[src/rtl/home_inventory_sample_sequencer_pkg.sv]
// Shared types and helpers for the home-inventory sample path (sequencer and event detector).
package home_inventory_sample_sequencer_pkg;

    localparam int unsigned HI_NUM_CH   = 8;
    localparam int unsigned HI_SAMPLE_W = 32;
    localparam int unsigned HI_TS_W     = 32;
    localparam int unsigned HI_CH_W     = 3;
    localparam int unsigned HI_BUS_W    = HI_NUM_CH * HI_SAMPLE_W;
    localparam int unsigned HI_FCNT_W   = 32;
    localparam int unsigned HI_DCNT_W   = 16;

    typedef enum logic [1:0] {
        SEQ_IDLE    = 2'd0,
        SEQ_COLLECT = 2'd1,
        SEQ_EMIT    = 2'd2
    } seq_state_t;

    // Channel n lives at bits [32n+31:32n] when flattened onto the sample bus.
    typedef logic [HI_NUM_CH-1:0][HI_SAMPLE_W-1:0] frame_t;

    // Saturating increment; counters stick at max_v instead of wrapping.
    function automatic logic [31:0] sat_inc(input logic [31:0] v, input logic [31:0] max_v);
        return (v >= max_v) ? v : v + 32'd1;
    endfunction

endpackage

[src/rtl/home_inventory_sample_sequencer_if.sv]
// ADC/stub input stream and frame output bundle of the sample sequencer.
interface home_inventory_sample_sequencer_if;
    import home_inventory_sample_sequencer_pkg::*;

    logic                   enable;
    logic                   src_sel;
    logic                   adc_valid;
    logic                   adc_ready;
    logic [HI_CH_W-1:0]     adc_ch;
    logic [HI_SAMPLE_W-1:0] adc_data;
    logic                   stub_wr;
    logic [HI_CH_W-1:0]     stub_ch;
    logic [HI_SAMPLE_W-1:0] stub_data;
    logic                   stub_fire;
    logic                   sample_valid;
    logic [HI_TS_W-1:0]     ts_now;
    logic [HI_BUS_W-1:0]    sample_bus;
    logic [HI_FCNT_W-1:0]   frame_count;
    logic [HI_DCNT_W-1:0]   drop_count;
    logic                   busy;

    modport master (
        output enable, src_sel, adc_valid, adc_ch, adc_data,
               stub_wr, stub_ch, stub_data, stub_fire,
        input  adc_ready, sample_valid, ts_now, sample_bus,
               frame_count, drop_count, busy
    );

    modport slave (
        input  enable, src_sel, adc_valid, adc_ch, adc_data,
               stub_wr, stub_ch, stub_data, stub_fire,
        output adc_ready, sample_valid, ts_now, sample_bus,
               frame_count, drop_count, busy
    );

endinterface

[src/rtl/home_inventory_ts_counter.sv]
// Free-running timestamp: prescaler wraps every TS_DIV clocks and bumps a 32-bit tick count.
module home_inventory_ts_counter
    import home_inventory_sample_sequencer_pkg::*;
#(
    parameter int unsigned TS_DIV = 16
) (
    input  logic               clk,
    input  logic               rst,
    output logic [HI_TS_W-1:0] ts
);

    localparam int unsigned PRE_W = (TS_DIV > 1) ? $clog2(TS_DIV) : 1;

    logic [PRE_W-1:0] pre;

    always_ff @(posedge clk) begin
        if (rst) begin
            pre <= '0;
            ts  <= '0;
        end else if (pre == PRE_W'(TS_DIV - 1)) begin
            pre <= '0;
            ts  <= ts + HI_TS_W'(1);
        end else begin
            pre <= pre + PRE_W'(1);
        end
    end

endmodule

[src/rtl/home_inventory_sample_sequencer.sv]
// Assembles ADC words or firmware stub values into 8-channel frames for the event detector,
// stamping each emitted frame with the free-running timestamp.
module home_inventory_sample_sequencer
    import home_inventory_sample_sequencer_pkg::*;
#(
    parameter int unsigned          TS_DIV  = 16,
    parameter int unsigned          TIMEOUT = 1024,
    parameter logic [HI_NUM_CH-1:0] CH_MASK = 8'hFF
) (
    input  logic                            clk,
    input  logic                            rst,
    home_inventory_sample_sequencer_if.slave seq
);

    localparam int unsigned TMO_W = $clog2(TIMEOUT + 1);

    seq_state_t           state;
    logic [HI_NUM_CH-1:0] rx_mask;
    logic [TMO_W-1:0]     tmo_cnt;
    frame_t               frame;
    frame_t               shadow;
    frame_t               frame_nxt;
    frame_t               shadow_nxt;
    logic [HI_TS_W-1:0]   ts;
    logic [HI_NUM_CH-1:0] ch_bit;
    logic                 adc_fire;
    logic                 dup;
    logic                 timed_out;
    logic                 done_cur;
    logic                 done_new;
    logic                 adc_done;
    logic                 drop;
    logic                 stub_emit;

    home_inventory_ts_counter #(.TS_DIV(TS_DIV)) u_ts (
        .clk (clk),
        .rst (rst),
        .ts  (ts)
    );

    assign seq.adc_ready = !rst && seq.enable && !seq.src_sel && (state != SEQ_EMIT);
    assign seq.busy      = (state == SEQ_COLLECT);

    // done_cur: word finishes the frame in progress; done_new: word alone completes a fresh frame.
    always_comb begin
        ch_bit             = '0;
        ch_bit[seq.adc_ch] = 1'b1;
        adc_fire   = seq.adc_valid && seq.adc_ready;
        dup        = (state == SEQ_COLLECT) && |(rx_mask & ch_bit);
        timed_out  = (state == SEQ_COLLECT) && (tmo_cnt >= TMO_W'(TIMEOUT));
        done_cur   = ((rx_mask | ch_bit) & CH_MASK) == CH_MASK;
        done_new   = (ch_bit & CH_MASK) == CH_MASK;
        adc_done   = adc_fire && ((state == SEQ_IDLE) ? done_new
                                 : ((!dup && done_cur) || ((dup || timed_out) && done_new)));
        drop       = (state == SEQ_COLLECT) &&
                     (!seq.enable || seq.src_sel ||
                      (!(adc_fire && !dup && done_cur) && (dup || timed_out)));
        stub_emit  = seq.stub_fire && seq.enable && seq.src_sel;
        frame_nxt  = frame;
        if (adc_fire) frame_nxt[seq.adc_ch] = seq.adc_data;
        shadow_nxt = shadow;
        if (seq.stub_wr) shadow_nxt[seq.stub_ch] = seq.stub_data;
    end

    always_ff @(posedge clk) begin
        if (rst) begin
            state            <= SEQ_IDLE;
            rx_mask          <= '0;
            tmo_cnt          <= '0;
            frame            <= '0;
            shadow           <= '0;
            seq.sample_valid <= 1'b0;
            seq.ts_now       <= '0;
            seq.sample_bus   <= '0;
            seq.frame_count  <= '0;
            seq.drop_count   <= '0;
        end else begin
            seq.sample_valid <= 1'b0;
            frame            <= frame_nxt;
            shadow           <= shadow_nxt;

            unique case (state)
                SEQ_IDLE: begin
                    if (adc_fire) begin
                        rx_mask <= ch_bit;
                        tmo_cnt <= TMO_W'(1);
                        state   <= done_new ? SEQ_EMIT : SEQ_COLLECT;
                    end
                end
                SEQ_COLLECT: begin
                    if (!seq.enable || seq.src_sel) begin
                        rx_mask <= '0;
                        state   <= SEQ_IDLE;
                    end else if (adc_fire && !dup && done_cur) begin
                        rx_mask <= rx_mask | ch_bit;
                        state   <= SEQ_EMIT;
                    end else if (dup || timed_out) begin
                        // A word arriving with the drop seeds the next frame.
                        if (adc_fire) begin
                            rx_mask <= ch_bit;
                            tmo_cnt <= TMO_W'(1);
                            state   <= done_new ? SEQ_EMIT : SEQ_COLLECT;
                        end else begin
                            rx_mask <= '0;
                            state   <= SEQ_IDLE;
                        end
                    end else begin
                        if (adc_fire) rx_mask <= rx_mask | ch_bit;
                        tmo_cnt <= tmo_cnt + TMO_W'(1);
                    end
                end
                SEQ_EMIT: begin
                    rx_mask <= '0;
                    state   <= SEQ_IDLE;
                end
                default: begin
                    rx_mask <= '0;
                    state   <= SEQ_IDLE;
                end
            endcase

            if (drop)
                seq.drop_count <= HI_DCNT_W'(sat_inc(32'(seq.drop_count), 32'h0000_FFFF));

            if (adc_done || stub_emit) begin
                seq.sample_valid <= 1'b1;
                seq.sample_bus   <= stub_emit ? shadow_nxt : frame_nxt;
                seq.ts_now       <= ts;
                seq.frame_count  <= sat_inc(seq.frame_count, 32'hFFFF_FFFF);
            end
        end
    end

endmodule

[src/flat_wrapper.sv]
// flat-port wrapper written by rule: the top's interface ports become plain ports
module home_inventory_sample_sequencer_flat import home_inventory_sample_sequencer_pkg::*;
#(
    parameter int unsigned          TS_DIV  = 16,
    parameter int unsigned          TIMEOUT = 1024,
    parameter logic [HI_NUM_CH-1:0] CH_MASK = 8'hFF
)
  (clk, rst, seq_enable, seq_src_sel, seq_adc_valid, seq_adc_ch, seq_adc_data, seq_stub_wr, seq_stub_ch, seq_stub_data, seq_stub_fire, seq_adc_ready, seq_sample_valid, seq_ts_now, seq_sample_bus, seq_frame_count, seq_drop_count, seq_busy);
  home_inventory_sample_sequencer_if seq_i ();
  input  logic clk;
  input  logic rst;
  input wire logic [$bits(seq_i.enable)-1:0] seq_enable;
  input wire logic [$bits(seq_i.src_sel)-1:0] seq_src_sel;
  input wire logic [$bits(seq_i.adc_valid)-1:0] seq_adc_valid;
  input wire logic [$bits(seq_i.adc_ch)-1:0] seq_adc_ch;
  input wire logic [$bits(seq_i.adc_data)-1:0] seq_adc_data;
  input wire logic [$bits(seq_i.stub_wr)-1:0] seq_stub_wr;
  input wire logic [$bits(seq_i.stub_ch)-1:0] seq_stub_ch;
  input wire logic [$bits(seq_i.stub_data)-1:0] seq_stub_data;
  input wire logic [$bits(seq_i.stub_fire)-1:0] seq_stub_fire;
  output wire logic [$bits(seq_i.adc_ready)-1:0] seq_adc_ready;
  output wire logic [$bits(seq_i.sample_valid)-1:0] seq_sample_valid;
  output wire logic [$bits(seq_i.ts_now)-1:0] seq_ts_now;
  output wire logic [$bits(seq_i.sample_bus)-1:0] seq_sample_bus;
  output wire logic [$bits(seq_i.frame_count)-1:0] seq_frame_count;
  output wire logic [$bits(seq_i.drop_count)-1:0] seq_drop_count;
  output wire logic [$bits(seq_i.busy)-1:0] seq_busy;
  assign seq_i.enable = seq_enable;
  assign seq_i.src_sel = seq_src_sel;
  assign seq_i.adc_valid = seq_adc_valid;
  assign seq_i.adc_ch = seq_adc_ch;
  assign seq_i.adc_data = seq_adc_data;
  assign seq_i.stub_wr = seq_stub_wr;
  assign seq_i.stub_ch = seq_stub_ch;
  assign seq_i.stub_data = seq_stub_data;
  assign seq_i.stub_fire = seq_stub_fire;
  assign seq_adc_ready = seq_i.adc_ready;
  assign seq_sample_valid = seq_i.sample_valid;
  assign seq_ts_now = seq_i.ts_now;
  assign seq_sample_bus = seq_i.sample_bus;
  assign seq_frame_count = seq_i.frame_count;
  assign seq_drop_count = seq_i.drop_count;
  assign seq_busy = seq_i.busy;
  home_inventory_sample_sequencer #(.TS_DIV(TS_DIV), .TIMEOUT(TIMEOUT), .CH_MASK(CH_MASK)) u_core (.clk(clk), .rst(rst), .seq(seq_i));
endmodule
[config.mk]
export PLATFORM = sky130hd
export DESIGN_NAME = home_inventory_sample_sequencer_flat
export DESIGN_NICKNAME = d
export VERILOG_FILES = /design/src/rtl/home_inventory_sample_sequencer_pkg.sv /design/src/rtl/home_inventory_sample_sequencer_if.sv /design/src/rtl/home_inventory_ts_counter.sv /design/src/rtl/home_inventory_sample_sequencer.sv /design/src/flat_wrapper.sv
export SDC_FILE = /design/constraint.sdc
export NUM_CORES = 2
export LEC_CHECK = 0
export ABC_CLOCK_PERIOD_IN_PS = 4100
export BUFFER_PORTS_ARGS = -buffer_cell sky130_fd_sc_hd__buf_2
export CAP_MARGIN = 20
export CORE_ASPECT_RATIO = 2
export CORE_MARGIN = 2
export CORE_UTILIZATION = 55
export DETAILED_ROUTE_END_ITERATION = 10
export GPL_ROUTABILITY_DRIVEN = 1
export GPL_TIMING_DRIVEN = 0
export PLACE_DENSITY = 0.8
export REMOVE_ABC_BUFFERS = 1
export SLEW_MARGIN = 20
export SYNTH_ARGS = -nofsm -noshare
export SYNTH_HDL_FRONTEND = slang
export SYNTH_HIERARCHICAL = 1
export SYNTH_SLANG_ARGS = --single-unit
[constraint.sdc]
create_clock -name clk -period 4.1 [get_ports clk]
set_clock_uncertainty 0.2 [all_clocks]
set_input_delay 0.82 -clock clk [delete_from_list [all_inputs] [get_ports clk]]
set_output_delay 0.82 -clock clk [all_outputs]
set_load 0.03 [all_outputs]
**Yosys cells after proc, flatten, opt, wreduce, memory -nomap -nowiden**

Index checks and enable logic that the tools add are counted.

- Latch bits: 0
- Bits of input ports: 77
- Logic and storage cells: 120
- Output and inout port bits: 339
- Flip-flop bits (word level): 906
- Memories: 0
- Bits in writable memories: 0
- Bits in read-only memories: 0

- Eq/ne operators: 10
- Mux-type cells: 32
- Divide/modulo/power cells: 0
- Bitwise logic cells: 4
- Shifts and indexed selects: 0
- Multipliers: 0
- $lt $le $gt $ge: 7
- Reduce and logical (&&, ||, !) cells: 36
- Add/sub/neg operators: 5

Operator list:

| cell | count |
|---|---|
| 256-bit two-way mux | 3 |
| 256-bit bitwise mux | 2 |
| 32-bit demux with 3-bit select | 2 |
| 32-bit by 1-bit adder with 32-bit output (second input constant) | 2 |
| 32-bit two-way mux | 2 |
| 8-bit two-way mux | 6 |
| 11-bit two-way mux | 4 |
| 32-bit >= comparator (second input constant) | 1 |
| 11-bit case mux with 2 select lines | 1 |
| 1-bit logical AND | 17 |
| 16-bit by 1-bit adder with 16-bit output (second input constant) | 1 |
| 8-bit == test (second input constant) | 2 |
| 16-bit >= comparator (second input constant) | 1 |
| 8-bit case mux with 2 select lines | 1 |
| 2-bit two-way mux | 6 |
| 11-bit by 1-bit adder with 11-bit output (second input constant) | 1 |
| 11-bit >= comparator (second input constant) | 1 |
| 8-bit AND | 1 |
| 3-bit by 4-bit less-than comparator with 1-bit output (second input constant) | 2 |
| 8-bit bitwise OR | 1 |
| 2-bit AND reduction | 4 |
| 8-bit OR reduction | 1 |
| 3-bit by 1-bit >= comparator with 1-bit output (second input constant) | 2 |
| 2-bit inequality test (second input constant) | 3 |
| other kinds (16) | 27 |

**Longest topological paths before layout**

- Depth in word-level cells: 15
- Depth in mapped cells: 12
- Mapped depth without buffers: 8

**Hierarchy**

The synthesis kept the hierarchy.

By module, submodules not included:

| module | seq. area each (um^2) | area each (um^2) | cells an instance | instances |
|---|---|---|---|---|
| home_inventory_sample_sequencer | 17,416.7 | 32,316.0 | 3,450 | 1 |
| home_inventory_ts_counter | 720.7 | 1,675.4 | 195 | 1 |

**Worst setup path before layout**

No wires, ideal clock.

- Kind: input to output
- From: in rst
- To: out seq_adc_ready
- Stages: 4
- Slack: 952 ps
- Arrival time: 2,128 ps
- Buffers on the path: 3
- Required time: 3,080 ps
- Cell sequence: clkbuf_1 > clkbuf_1 > clkbuf_1 > nor3_1

- Longest elaborated chain between the ends: 4

Ends and longest elaborated chain:

| item | RTL line | text |
|---|---|---|
| start: declaration | flat_wrapper.sv:11 | `input logic rst;` |
| 1-bit logical NOT | home_inventory_sample_sequencer.sv:41 | `assign seq.adc_ready = !rst && seq.enable && !seq.src_sel && (state != SEQ_EMIT);` |
| 1-bit logical AND (3 in series) | home_inventory_sample_sequencer.sv:41 |  |
| end: declaration | flat_wrapper.sv:21 | `output wire logic [$bits(seq_i.adc_ready)-1:0] seq_adc_ready;` |

Every way passes these cells.

**Worst setup path in the final report**

- From: in rst
- To: reg u_core.seq.sample_bus[31]

- Longest elaborated chain between the ends: 7
- Elaborated cells on any way between the ends: 9
- Those cells by class: mux (2); reduce/logical (7)

Ends and longest elaborated chain:

| item | RTL line | text |
|---|---|---|
| 1-bit logical NOT | home_inventory_sample_sequencer.sv:41 |  |
| 1-bit logical AND (3 in series) | home_inventory_sample_sequencer.sv:41 |  |
| 1-bit logical AND | home_inventory_sample_sequencer.sv:48 | `adc_fire = seq.adc_valid && seq.adc_ready;` |
| 256-bit two-way mux / 1-bit logical AND (equally long branches) | home_inventory_sample_sequencer.sv:60, home_inventory_sample_sequencer.sv:53 |  |
| 256-bit two-way mux / 1-bit logical OR (equally long branches) | home_inventory_sample_sequencer.sv:127, home_inventory_sample_sequencer.sv:125 |  |
| end signal: assignment | home_inventory_sample_sequencer.sv:127 | `seq.sample_bus <= stub_emit ? shadow_nxt : frame_nxt;` |
| end: declaration | home_inventory_sample_sequencer_if.sv:32 | `output adc_ready, sample_valid, ts_now, sample_bus,` |

Several ways; a longest one is shown, not always the timed one.
A chain may end at the register's enable or synchronous reset.

==> results.tsv <==
metric	value	unit
Slew Viols, Final	0	
Post-synth EDFFs	0	
Gate power share	0.044	
Synth Area in XOR/XNOR	0.00670	
# setup viols final	0	
Std-Cell Rows	128	
Sw Share	0.222	
Peak VDD IR	0.000412	V
Placeable Area	61000	um^2
most frequent CP cell	buf_6	
Multi-input gate area	14500	um^2
CP Launch Type	input pin	
yosys synthesis warning count	6	
Die Y	356	um
post-synthesis mux area share	0.155	
Pleak	17.4	nW
synthesized area	34000	um^2
H-tree levels	3	
register bit count reported by yosys	906	
Crit. End Element	register	
Worst R2R Start	u_core/rx_mask[1]	
root buf cell	clkbuf_16	
Crit. Startpoint	rst	
Antenna Cells	0	
# IOs	416	
setup_tns	0	ns
dpl hpwl	64600	um
f_max	257	MHz
synthesized instance count	3645	
Slowest-stage cell, CP	buf_16	
Arr. time, crit path	4.16	ns
WP data required	4.37	ns
Synth async-reset ratio	0	
Synth area leader	dfxtp_1	
Nets	3997	
vias per cell	5.91	
adder-cell share of the synthesized area	0.00184	
Area contributors post-synth	dfxtp_1, mux2i_1, nor2_1	
unrepaired setup endpoints after global routing	no	
clock share of power	0.441	
worst-path fanout max	121	
Overflow after GRT	0	
first-pass GRT wire length	149000	um
clk_lat worst skew	0.60	ns
critical setup path kind	input pin to register	
fillers	4780	
Final Cycle Share	0.949	
CTS sink count	906	
Distinct cells, synth	64	
post-cts hold buffer count	0	
# DRC	0	
vias in the first global route	27100	
postcts setup bufs	0	
Synth top area share	0.534	
GRT Util Overall	0.289	
Power Total	17.3	mW
initial antenna violation count	3	
Reg-to-Reg End	u_core/seq.sample_bus[31]	
Sw Pwr	3.84	mW
Reg clk slew, reported paths	0.07	ns
power share of the sequential group	0.515	
Post-synth top flop	dfxtp_1	
Final ANT Viol Nets	0	
worst stage delay on the critical path	0.45	ns
complex-gate fraction of the synthesized area	0.119	
syn avg cell area	9.33	um^2
critical-path cell list	buf_8 > buf_16 > or3_1 > a211oi_1 > nand4_1 > buf_6 > buf_6 > buf_8 > buf_6 > buf_8 > buf_6 > buf_6 > buf_6 > nor2_1 > a21oi_1 > o22ai_1	
final hold viol count	0	
CTS resizes	0	
Power Dens Cells	434	nW/um^2
Register Area	18100	um^2
minimum clock period	3.89	ns
Worst Hold Class	register to register	
TritonCTS clock tree	done	
Area Overhead vs Synth	17.6	%
Rel. slew slack	0.295	
DRT Pass-1 Iters	5	
Seq/Total Area, Yosys	0.534	
share of layout cells above drive strength 1	0.174	
worst slew pin tran	1.06	ns
Simple-Gate Fraction of Synth Area	0.141	
Worst R2R Path Depth	15	
largest net degree at the start of global routing	130	
internal power	13.5	mW
main combinational cell family by area after synthesis	multiplexers	
TritonCTS Buffers	76	
Initial Util	0.557	
Routed WL per cell	20.3	um
number of max-cap violations	0	
CP Capture Point	u_core/seq.sample_bus[31]	
port bufs	415	
final wirelength	96500	um
DIE AREA	63900	um^2
vias	28100	
Initial DRC Count	2284	
gp weighted congestion	0.827	
r2r setup slk	0.55	ns
DIE WIDTH	180	um
outcome	completed	
Max clock buf depth	3	
final cells by class:
cell class | instances | area share
sequential | 906 | 0.454
clock inverter | 30 | 0.00977
multi-input combinational | 2384 | 0.363
inverter | 15 | 0.00141
tap | 780 | 0.0244
timing repair buffer | 532 | 0.0907
clock buffer | 108 | 0.0565
placed cells by master (no fill, tap or decap), types with 16 or more instances in the layout:
master     instances
buf_8             17
or3_1             27
or4_1             21
nor2_1           824
a21oi_1          347
xnor2_1           16
and3_1            16
buf_4             31
nand3_1           26
nand4_1           20
dfxtp_1          906
buf_6             51
mux2i_1          520
o31ai_1           20
nand2_1          106
clkbuf_16         80
o22ai_1          256
o21ai_0           30
buf_2            414
Yosys cell counts, drive strengths merged (2+ instances only):
master   instances
and2             7
buf             98
o2111ai          5
mux2             5
nor3            11
nand4           21
nand3b           2
or3             27
a211oi          12
nor2b           10
nand3           30
ha               5
and4            11
a311oi           5
o31ai           20
a221oi           2
o21ai           32
nand2          110
mux2i          520
xor2            10
nand4b           4
clkbuf         242
or4             23
a22oi            5
o41ai            2
or4b             2
o211ai           4
and3            16
a21oi          347
nor3b            6
dfxtp          906
or2              3
a32oi            2
nor4             6
inv             15
o22ai          256
nor2           824
a21o             3
xnor2           16
nand2b           9
how the worst min path moves through the flow:
stage / depth (start not counted) / slack (ns) / start / to
2_1_floorplan: 2 / 0.24 / u_core/u_ts/ts[31] / u_core/seq.ts_now[31]
3_5_place_dp: 2 / 0.24 / u_core/seq.ts_now[9] / u_core/seq.ts_now[9]
4_1_cts: 2 / 0.25 / u_core/seq.ts_now[4] / u_core/seq.ts_now[4]
3_3_place_gp: 2 / 0.24 / u_core/seq.ts_now[27] / u_core/seq.ts_now[27]
5_1_grt: 2 / 0.27 / u_core/seq.ts_now[26] / u_core/seq.ts_now[26]
6_report: 2 / 0.25 / u_core/seq.ts_now[4] / u_core/seq.ts_now[4]
power by group through the flow:
stage	registers [mW]	logic (mW)	clock network [mW]
floorplan	9.15	0.306	0
global placement	9.12	0.731	0
detailed placement	9.12	0.759	0
CTS	8.92	0.763	7.76
global route	8.92	0.817	8.06
finish	8.92	0.771	7.64
per-layer routing:
layer / GRT usage / up-vias / part of all wire
li1: - / 13100 / -
met1: 0.349 / 13600 / 0.40
met2: 0.498 / 1087 / 0.49
met3: 0.0535 / 228 / 0.068
met4: 0.132 / 6 / 0.045
met5: 0 / - / 0.00040
sequential cells by signal (all words and copies together) (netlist names):
signal                   cells
u_core/frame               256
u_core/rx_mask               8
u_core/seq.drop_count       16
u_core/seq.frame_count      32
u_core/seq.sample_bus      256
u_core/seq.sample_valid      1
u_core/seq.ts_now           32
u_core/shadow              256
u_core/state                 2
u_core/tmo_cnt              11
u_core/u_ts/pre              4
u_core/u_ts/ts              32
metrics by stage:
stage               cell area [um^2]   util  setup WS (ns)  std cells  hold slack [ns]
detailed placement             37300  0.612         -0.355       4617            0.240
floorplan                      32600      -         -12.03       3305            0.239
global placement               35700  0.584         -26.08       4500            0.236
CTS                            40000  0.655          0.229       4755            0.248
finish                         40000  0.655          0.209       4755            0.246
global route                   40000  0.655         0.0123       4755            0.268
cell families (layout without fill, tap and decap cells):
logic type / Yosys count / count (layout)
xor+xnor: 26 / 26
compound gates: 702 / 702
buf+inv: 355 / 685
flops: 906 / 906
simple gates: 1125 / 1125
mux: 526 / 526
fa+ha+maj: 5 / 5
critical path: cells and delay by family:
family	cells	cell delay (ns)
buffers and inverters	10	2.31
AOI/OAI and AO/OA	3	0.35
and+or+nand+nor	3	0.51
Note: power is estimated with default switching activity, not from simulation.
